File: src/rtl/poci_gpio_in.sv
// Debounced GPIO input block with POCI register access and edge interrupts.
// Each channel: 2-flop synchronizer, then a saturating-run debounce filter, then rise/fall edge flags.
module poci_gpio_in #(
  parameter int               WIDTH           = 14,
  parameter int               DEBOUNCE_CYCLES = 20000,
  parameter logic [WIDTH-1:0] IDLE_LEVEL      = '0
) (
  input  logic             clk,
  input  logic             reset,
  input  logic [3:0]       paddr,
  input  logic             pwrite,
  input  logic             psel,
  input  logic             penable,
  input  logic [31:0]      pwdata,
  output logic [31:0]      prdata,
  output logic             pready,
  output logic             pslverr,
  input  logic [WIDTH-1:0] gpio_in,
  output logic             irq
);

  localparam int            CW       = $clog2(DEBOUNCE_CYCLES);
  localparam logic [CW-1:0] CNT_LAST = CW'(DEBOUNCE_CYCLES - 1);

  logic [WIDTH-1:0] r_sync1;
  logic [WIDTH-1:0] r_sync2;
  logic [WIDTH-1:0] r_stable;
  logic [WIDTH-1:0] w_stable_next;
  logic [WIDTH-1:0] r_rise_en;
  logic [WIDTH-1:0] r_fall_en;
  logic [WIDTH-1:0] r_pend;
  logic [WIDTH-1:0] w_pend_next;
  logic [WIDTH-1:0] w_set;
  logic [WIDTH-1:0] w_clr;
  logic [WIDTH-1:0] w_wdata;
  logic             w_access;
  logic             w_wr;
  logic [1:0]       w_sel;
  logic             w_unused_bits;

  assign w_access      = psel & penable;
  assign w_wr          = w_access & pwrite;
  assign w_sel         = paddr[3:2];
  assign w_wdata       = pwdata[WIDTH-1:0];
  assign w_unused_bits = ^{paddr[1:0], pwdata};

  always_ff @(posedge clk) begin
    if (reset) begin
      r_sync1 <= IDLE_LEVEL;
      r_sync2 <= IDLE_LEVEL;
    end else begin
      r_sync1 <= gpio_in;
      r_sync2 <= r_sync1;
    end
  end

  genvar gi;
  generate
    for (gi = 0; gi < WIDTH; gi++) begin : gen_ch
      logic [CW-1:0] r_cnt;
      logic          w_diff;

      assign w_diff            = r_sync2[gi] != r_stable[gi];
      // The mismatch must survive DEBOUNCE_CYCLES consecutive samples before it is accepted.
      assign w_stable_next[gi] = (w_diff && (r_cnt == CNT_LAST)) ? r_sync2[gi] : r_stable[gi];

      always_ff @(posedge clk) begin
        if (reset || !w_diff || (r_cnt == CNT_LAST)) begin
          r_cnt <= '0;
        end else begin
          r_cnt <= r_cnt + CW'(1);
        end
      end
    end
  endgenerate

  always_ff @(posedge clk) begin
    if (reset) begin
      r_stable <= IDLE_LEVEL;
    end else begin
      r_stable <= w_stable_next;
    end
  end

  assign w_set       = (r_rise_en & ~r_stable & w_stable_next) |
                       (r_fall_en & r_stable & ~w_stable_next);
  assign w_clr       = (w_wr && (w_sel == 2'd3)) ? w_wdata : '0;
  // A new edge outranks a simultaneous write-one-to-clear.
  assign w_pend_next = (r_pend & ~w_clr) | w_set;

  always_ff @(posedge clk) begin
    if (reset) begin
      r_rise_en <= '0;
      r_fall_en <= '0;
      r_pend    <= '0;
    end else begin
      if (w_wr && (w_sel == 2'd1)) r_rise_en <= w_wdata;
      if (w_wr && (w_sel == 2'd2)) r_fall_en <= w_wdata;
      r_pend <= w_pend_next;
    end
  end

  always_comb begin
    prdata = '0;
    if (w_access && !reset) begin
      case (w_sel)
        2'd0:    prdata[WIDTH-1:0] = r_stable;
        2'd1:    prdata[WIDTH-1:0] = r_rise_en;
        2'd2:    prdata[WIDTH-1:0] = r_fall_en;
        default: prdata[WIDTH-1:0] = r_pend;
      endcase
    end
  end

  assign pready  = 1'b1;
  assign pslverr = !reset && w_wr && (w_sel == 2'd0);
  assign irq     = !reset && (|r_pend);

endmodule

File: config.mk
export PLATFORM = sky130hd
export DESIGN_NAME = poci_gpio_in
export DESIGN_NICKNAME = d
export VERILOG_FILES = /design/src/rtl/poci_gpio_in.sv
export SDC_FILE = /design/constraint.sdc
export NUM_CORES = 1
export LEC_CHECK = 0
export CAP_MARGIN = 30
export CORE_MARGIN = 2
export CORE_UTILIZATION = 35
export CTS_CLUSTER_DIAMETER = 200
export CTS_CLUSTER_SIZE = 24
export DETAILED_ROUTE_END_ITERATION = 16
export PLACE_DENSITY = 0.61
export SETUP_SLACK_MARGIN = 0.3
export SLEW_MARGIN = 20
export SYNTH_ARGS = -nofsm -noshare
export SYNTH_HDL_FRONTEND = slang
export SYNTH_SLANG_ARGS = --single-unit
File: constraint.sdc
create_clock -name clk -period 1.8 [get_ports clk]
set_input_delay 0.36 -clock clk [delete_from_list [all_inputs] [get_ports clk]]
set_output_delay 0.36 -clock clk [all_outputs]
set_load 0.02 [all_outputs]
# Word level (Yosys, flattened, before mapping)
# Cells that the tools add are included.
dict set report op_classes {
  add_sub_neg 14
  multipliers 0
  div 0
  order_cmp 0
  eq_ne 31
  shift 0
  mux 17
  bitwise 12
  reduce_logical 66
}
# cell count
set ops {}
lappend ops {{15-bit by 1-bit adder with 15-bit output, second input constant} 14}
lappend ops {{15-bit == test, second input constant} 14}
lappend ops {{14-bit AND} 5}
lappend ops {{14-bit inverter} 3}
lappend ops {{14-bit one-hot mux with 3 select lines} 1}
lappend ops {{1-bit logical OR} 28}
lappend ops {{14-bit two-way mux} 2}
lappend ops {{14-bit OR} 2}
lappend ops {{1-bit logical AND} 21}
lappend ops {{1-bit logical NOT} 15}
lappend ops {{1-bit two-way mux} 14}
lappend ops {{1-bit != test} 14}
lappend ops {{14-bit OR reduction} 1}
lappend ops {{2-bit == test, second input constant} 2}
lappend ops {{1-bit AND} 2}
lappend ops {{2-bit by 1-bit == test with 1-bit output, second input constant} 1}
lappend ops {{2-bit logical NOT} 1}
dict set report word_totals {
  register_bits 294
  latchBits 0
  ramBits 0
  romBits 0
  in_bits 55
  output_inout_bits 35
  wordCells 160
  memories 0
}

# Depth between registers and ports, before layout
# Gate-level depths: netlist (run 1).
dict set report depth {
  depth_word 7
  mapped_depth 8
  depth_no_buf 5
}

# Worst setup path after synthesis (run 1)
# Ideal clock, no wire load.
dict set report synth_path {
  path_type {input to output}
  from {in reset}
  to {out pslverr}
  arrival_time_ns 1.693
  required_time_ns 1.440
  path_slack_ns -0.253
  cell_stages 5
  path_buffers 3
  path_cell_list {clkbuf_1 > clkbuf_1 > nand3b_1 > clkbuf_1 > nor3b_1}
}
dict set report synth_between {
  elab_chain_cells 3
}
# element line_no
set synth_rtl {}
lappend synth_rtl {{start: declaration} 9} ;# input logic reset,
lappend synth_rtl {{1-bit logical NOT} 116} ;# assign pslverr = !reset && w_wr && (w_sel == 2'd0);
lappend synth_rtl {{1-bit logical AND (2 in series)} 116}
lappend synth_rtl {{end: declaration} 17} ;# output logic pslverr,
# Every way passes these cells.

# Worst setup path in the final report (run 1)
dict set report layout_path {
  from {reg r_pend[5]}
  to {out prdata[5]}
}
dict set report layout_between {
  elab_chain_cells 2
}
# element line_no
set layout_rtl {}
lappend layout_rtl {{start: declaration} 31} ;# logic [WIDTH-1:0] r_pend;
lappend layout_rtl {{start signal: assignment} 99} ;# r_pend <= w_pend_next;
lappend layout_rtl {{14-bit one-hot mux with 3 select lines} 106} ;# case (w_sel)
lappend layout_rtl {{14-bit two-way mux} 105} ;# if (w_access && !reset) begin
lappend layout_rtl {{end: declaration} 15} ;# output logic [31:0] prdata,
# Every way passes these cells.

==> flow_metrics.env, run 1 <==
export IMPL_via_count=10440
export IMPL_rows=70
export IMPL_numClockSinks=294
export IMPL_synth_area_mm2=0.01307
export IMPL_cts_tree="built"
export IMPL_die_x_um=197.2
export IMPL_reg2reg_from="gen_ch[0].r_cnt[12]"
export IMPL_yosysTopAreaCell="dfxtp_1"
export IMPL_htreeDepth=1
export IMPL_crit_start="r_pend[5]"
export IMPL_vias_per_cell=4.927
export IMPL_fillers=3352
export IMPL_core_mm2=0.03670
export IMPL_status="complete, but fails checks"
export IMPL_synth_top_cells_by_count="294 x dfxtp_1, 265 x nor2_1, 111 x xnor2_1"
export IMPL_layout_drive_gt1_share=0.3293
export IMPL_first_iter_violations=442
export IMPL_areaGrowthSynthToFinish_pct=34.08
export IMPL_ys_flop_type="dfxtp_1"
export IMPL_path_clk_slew_ns=0.10
export IMPL_rsz0062_at_grt="true"
export IMPL_synthTopCellsByArea="dfxtp_1 45%, nor2_1 7.6%, xnor2_1 7.4%"
export IMPL_fin_crit_ns=1.987
export IMPL_start_util=0.3561
export IMPL_dpl_cell_area_mm2=0.01504
export IMPL_yosysUniqueCellTypes=47
export IMPL_ioPinCount=90
export IMPL_grt_ovfl_total=0
export IMPL_postCtsHoldBufs=0
export IMPL_dp_hpwl_um=19070
export IMPL_drv_cap=0
export IMPL_synth_edff_count=0
export IMPL_drc=0
export IMPL_cp_data_arrival_time_ns=1.63
export IMPL_final_area_mm2=0.01752
export IMPL_ys_ff_latch=294
export IMPL_gp_congestion=0.8022
export IMPL_synthCells=1439
export IMPL_required_ns=1.44
export IMPL_power_leakage_nw=5.917
export IMPL_finalMaxSlewViolations=0
export IMPL_grt_usage=0.1486
export IMPL_grt_pass1_vias=9902
export IMPL_fmax_mhz=503.2
export IMPL_p_per_area_mw_per_mm2=625.6
export IMPL_die_h_um=197.2
export IMPL_async_reset_ff_frac=0
export IMPL_vdd_ir_drop_max_uv=539.4
export IMPL_syn_area_per_cell_um2=9.081
export IMPL_worst_setup_path_start_kind="register"
export IMPL_cp_slowest_cell="mux4_2"
export IMPL_insertion_delay_ns=0.51
export IMPL_fin_crit_sh=1.104
export IMPL_stdcell_count=2118
export IMPL_total_power_mw=10.96
export IMPL_hp_start="gpio_in[1]"
export IMPL_path_delay_family="multiplexers"
export IMPL_die_area_mm2=0.03890
export IMPL_port_buffers=50
export IMPL_path_class="reg2out"
export IMPL_yosysMostFrequentCell="dfxtp_1"
export IMPL_wl_per_cell_um=14.00
export IMPL_dp_slack_ns=-0.8945
export IMPL_clockBufferDepth=3
export IMPL_layout_nets=1718
export IMPL_clock_skew_ns=0.01636
export IMPL_setup_violations_final=15
export IMPL_cp_end_kind="output pin"
export IMPL_min_path_type="in2reg"
export IMPL_synth_top_area_frac=0.4504
export IMPL_grt_start_max_net_pins=85
export IMPL_ys_seq_area_frac=0.4504
export IMPL_fin_ws_ns=-0.1872
export IMPL_hold_viol_final=0
export IMPL_grt_pass1_wl_um=48160
export IMPL_antenna_found_initial=1
export IMPL_max_stage_delay_ns=0.47
export IMPL_drt_antenna_violating_nets=0
export IMPL_crit_chain="mux4_2 > nor2b_4 > buf_6"
export IMPL_cts_inserted_buffers=16
export IMPL_yosys_warnings=0
export IMPL_cts_root_buf="clkbuf_16"
export IMPL_worst_path_max_fanout=3
export IMPL_wl_um=29650
export IMPL_dp_cells=2025
export IMPL_first_pass_iters=5
export IMPL_worst_path_buf_inv=1
export IMPL_violations="negative setup slack"
cell type report:
type	instances	area [um^2]	share of cell area
multi-input cells	1054	7959	0.4543
flip-flops and latches	294	6000	0.3424
repair buffers	246	2390	0.1364
well taps	468	585.6	0.03342
clock buffers	17	425.4	0.02428
inverters	37	138.9	0.007927
clock inverters	1	20.02	0.001143
diodes	1	2.502	0.0001428
kinds of logic (layout without fill, tap and decap cells):
kind of cell / Yosys count / after routing / synth area share
xor+xnor: 192 / 192 / 0.1287
mux: 42 / 42 / 0.04558
fa+ha+maj: 14 / 14 / 0.01340
simple gates: 743 / 748 / 0.2988
flops: 294 / 294 / 0.4504
compound gates: 39 / 39 / 0.01848
other cells: 2 / 20 / 0.0005747
buf+inv: 113 / 301 / 0.04404
power by group:
group / total (mW) / internal (mW) / switching (mW)
clock network: 3.85 / 1.72 / 2.13
logic: 0.547 / 0.264 / 0.283
registers: 6.56 / 6.53 / 0.0316
what timing repair did:
action / in CTS / in global routing
setup buffers: 38 / 23
gates resized for setup: 247 / 248
cloned: 13 / 0
pin swaps: 35 / 53
setup endpoints to repair: 222 / 230
through the flow:
stage                     hold slack, ns  setup TNS, ns  utilization
final                             0.4163         -2.303       0.4774
after global placement            0.4183         -20.87       0.4097
after floorplan                   0.4127              0            -
after global routing              0.4151         -3.128       0.4774
after detailed placement          0.4239         -21.87       0.4097
after CTS                         0.4062         -2.670       0.4468
metal layers:
| layer | GRT usage | vias up | share of wire | wire length, um |
|---|---|---|---|---|
| met5 | 0 | - | 0 | 0 |
| li1 | - | 5288 | - | - |
| met3 | 0.02305 | 35 | 0.035 | 1033 |
| met1 | 0.1923 | 4980 | 0.45 | 13370 |
| met2 | 0.2570 | 133 | 0.49 | 14610 |
| met4 | 0.04038 | 0 | 0.022 | 646 |
placed cells by master (no fill, tap or decap), types with 10 or more instances in the layout:
master           instances
buf_6                   28
buf_4                  158
clkdlybuf4s50_1         29
inv_1                   37
nor4_1                  26
mux4_2                  14
nor2_1                 154
and4_1                  17
nor2b_1                 29
clkbuf_16               17
mux2i_1                 28
nand3b_1                25
nor4_4                  14
dfxtp_4                 10
nand2b_1                11
dfxtp_1                223
nand3_1                 73
buf_12                  21
nor3_1                  31
xor2_1                  81
dfxtp_2                 61
xnor2_1                109
nand2_1                 88
nor2_2                  45
nor2_4                  68
conb_1                  19
or4b_4                  10
nand4_1                 64
a21oi_1                 16
or2_4                   12
nor2b_4                 14
flip-flops by register name, summed over array words and instances (netlist names):
signal,count
gen_ch.r_cnt,210
r_fall_en,14
r_pend,14
r_rise_en,14
r_stable,14
r_sync1,14
r_sync2,14
final timing paths:
path / cells past startpoint / slack [ns] / endpoint
hold reg to reg: 1 / 0.42 / gen_ch[9].r_cnt[0]
setup reg to reg: 6 / 0.03 / gen_ch[0].r_cnt[8]
hold / removal: 2 / 0.42 / r_sync1[1]
setup / recovery: 3 / -0.19 / prdata[5]
Power figures use the tool's default switching activity.
==> inputs of run 2 (changes only) <==
--- a/config.mk
+++ b/config.mk
@@ -13,7 +13,6 @@
 export DETAILED_ROUTE_END_ITERATION = 16
 export PLACE_DENSITY = 0.61
 export SETUP_SLACK_MARGIN = 0.3
-export SLEW_MARGIN = 20
 export SYNTH_ARGS = -nofsm -noshare
 export SYNTH_HDL_FRONTEND = slang
 export SYNTH_SLANG_ARGS = --single-unit
==> results of run 2 <==
Same layout as run 1: the final DEF is identical, and so are final timing and power.
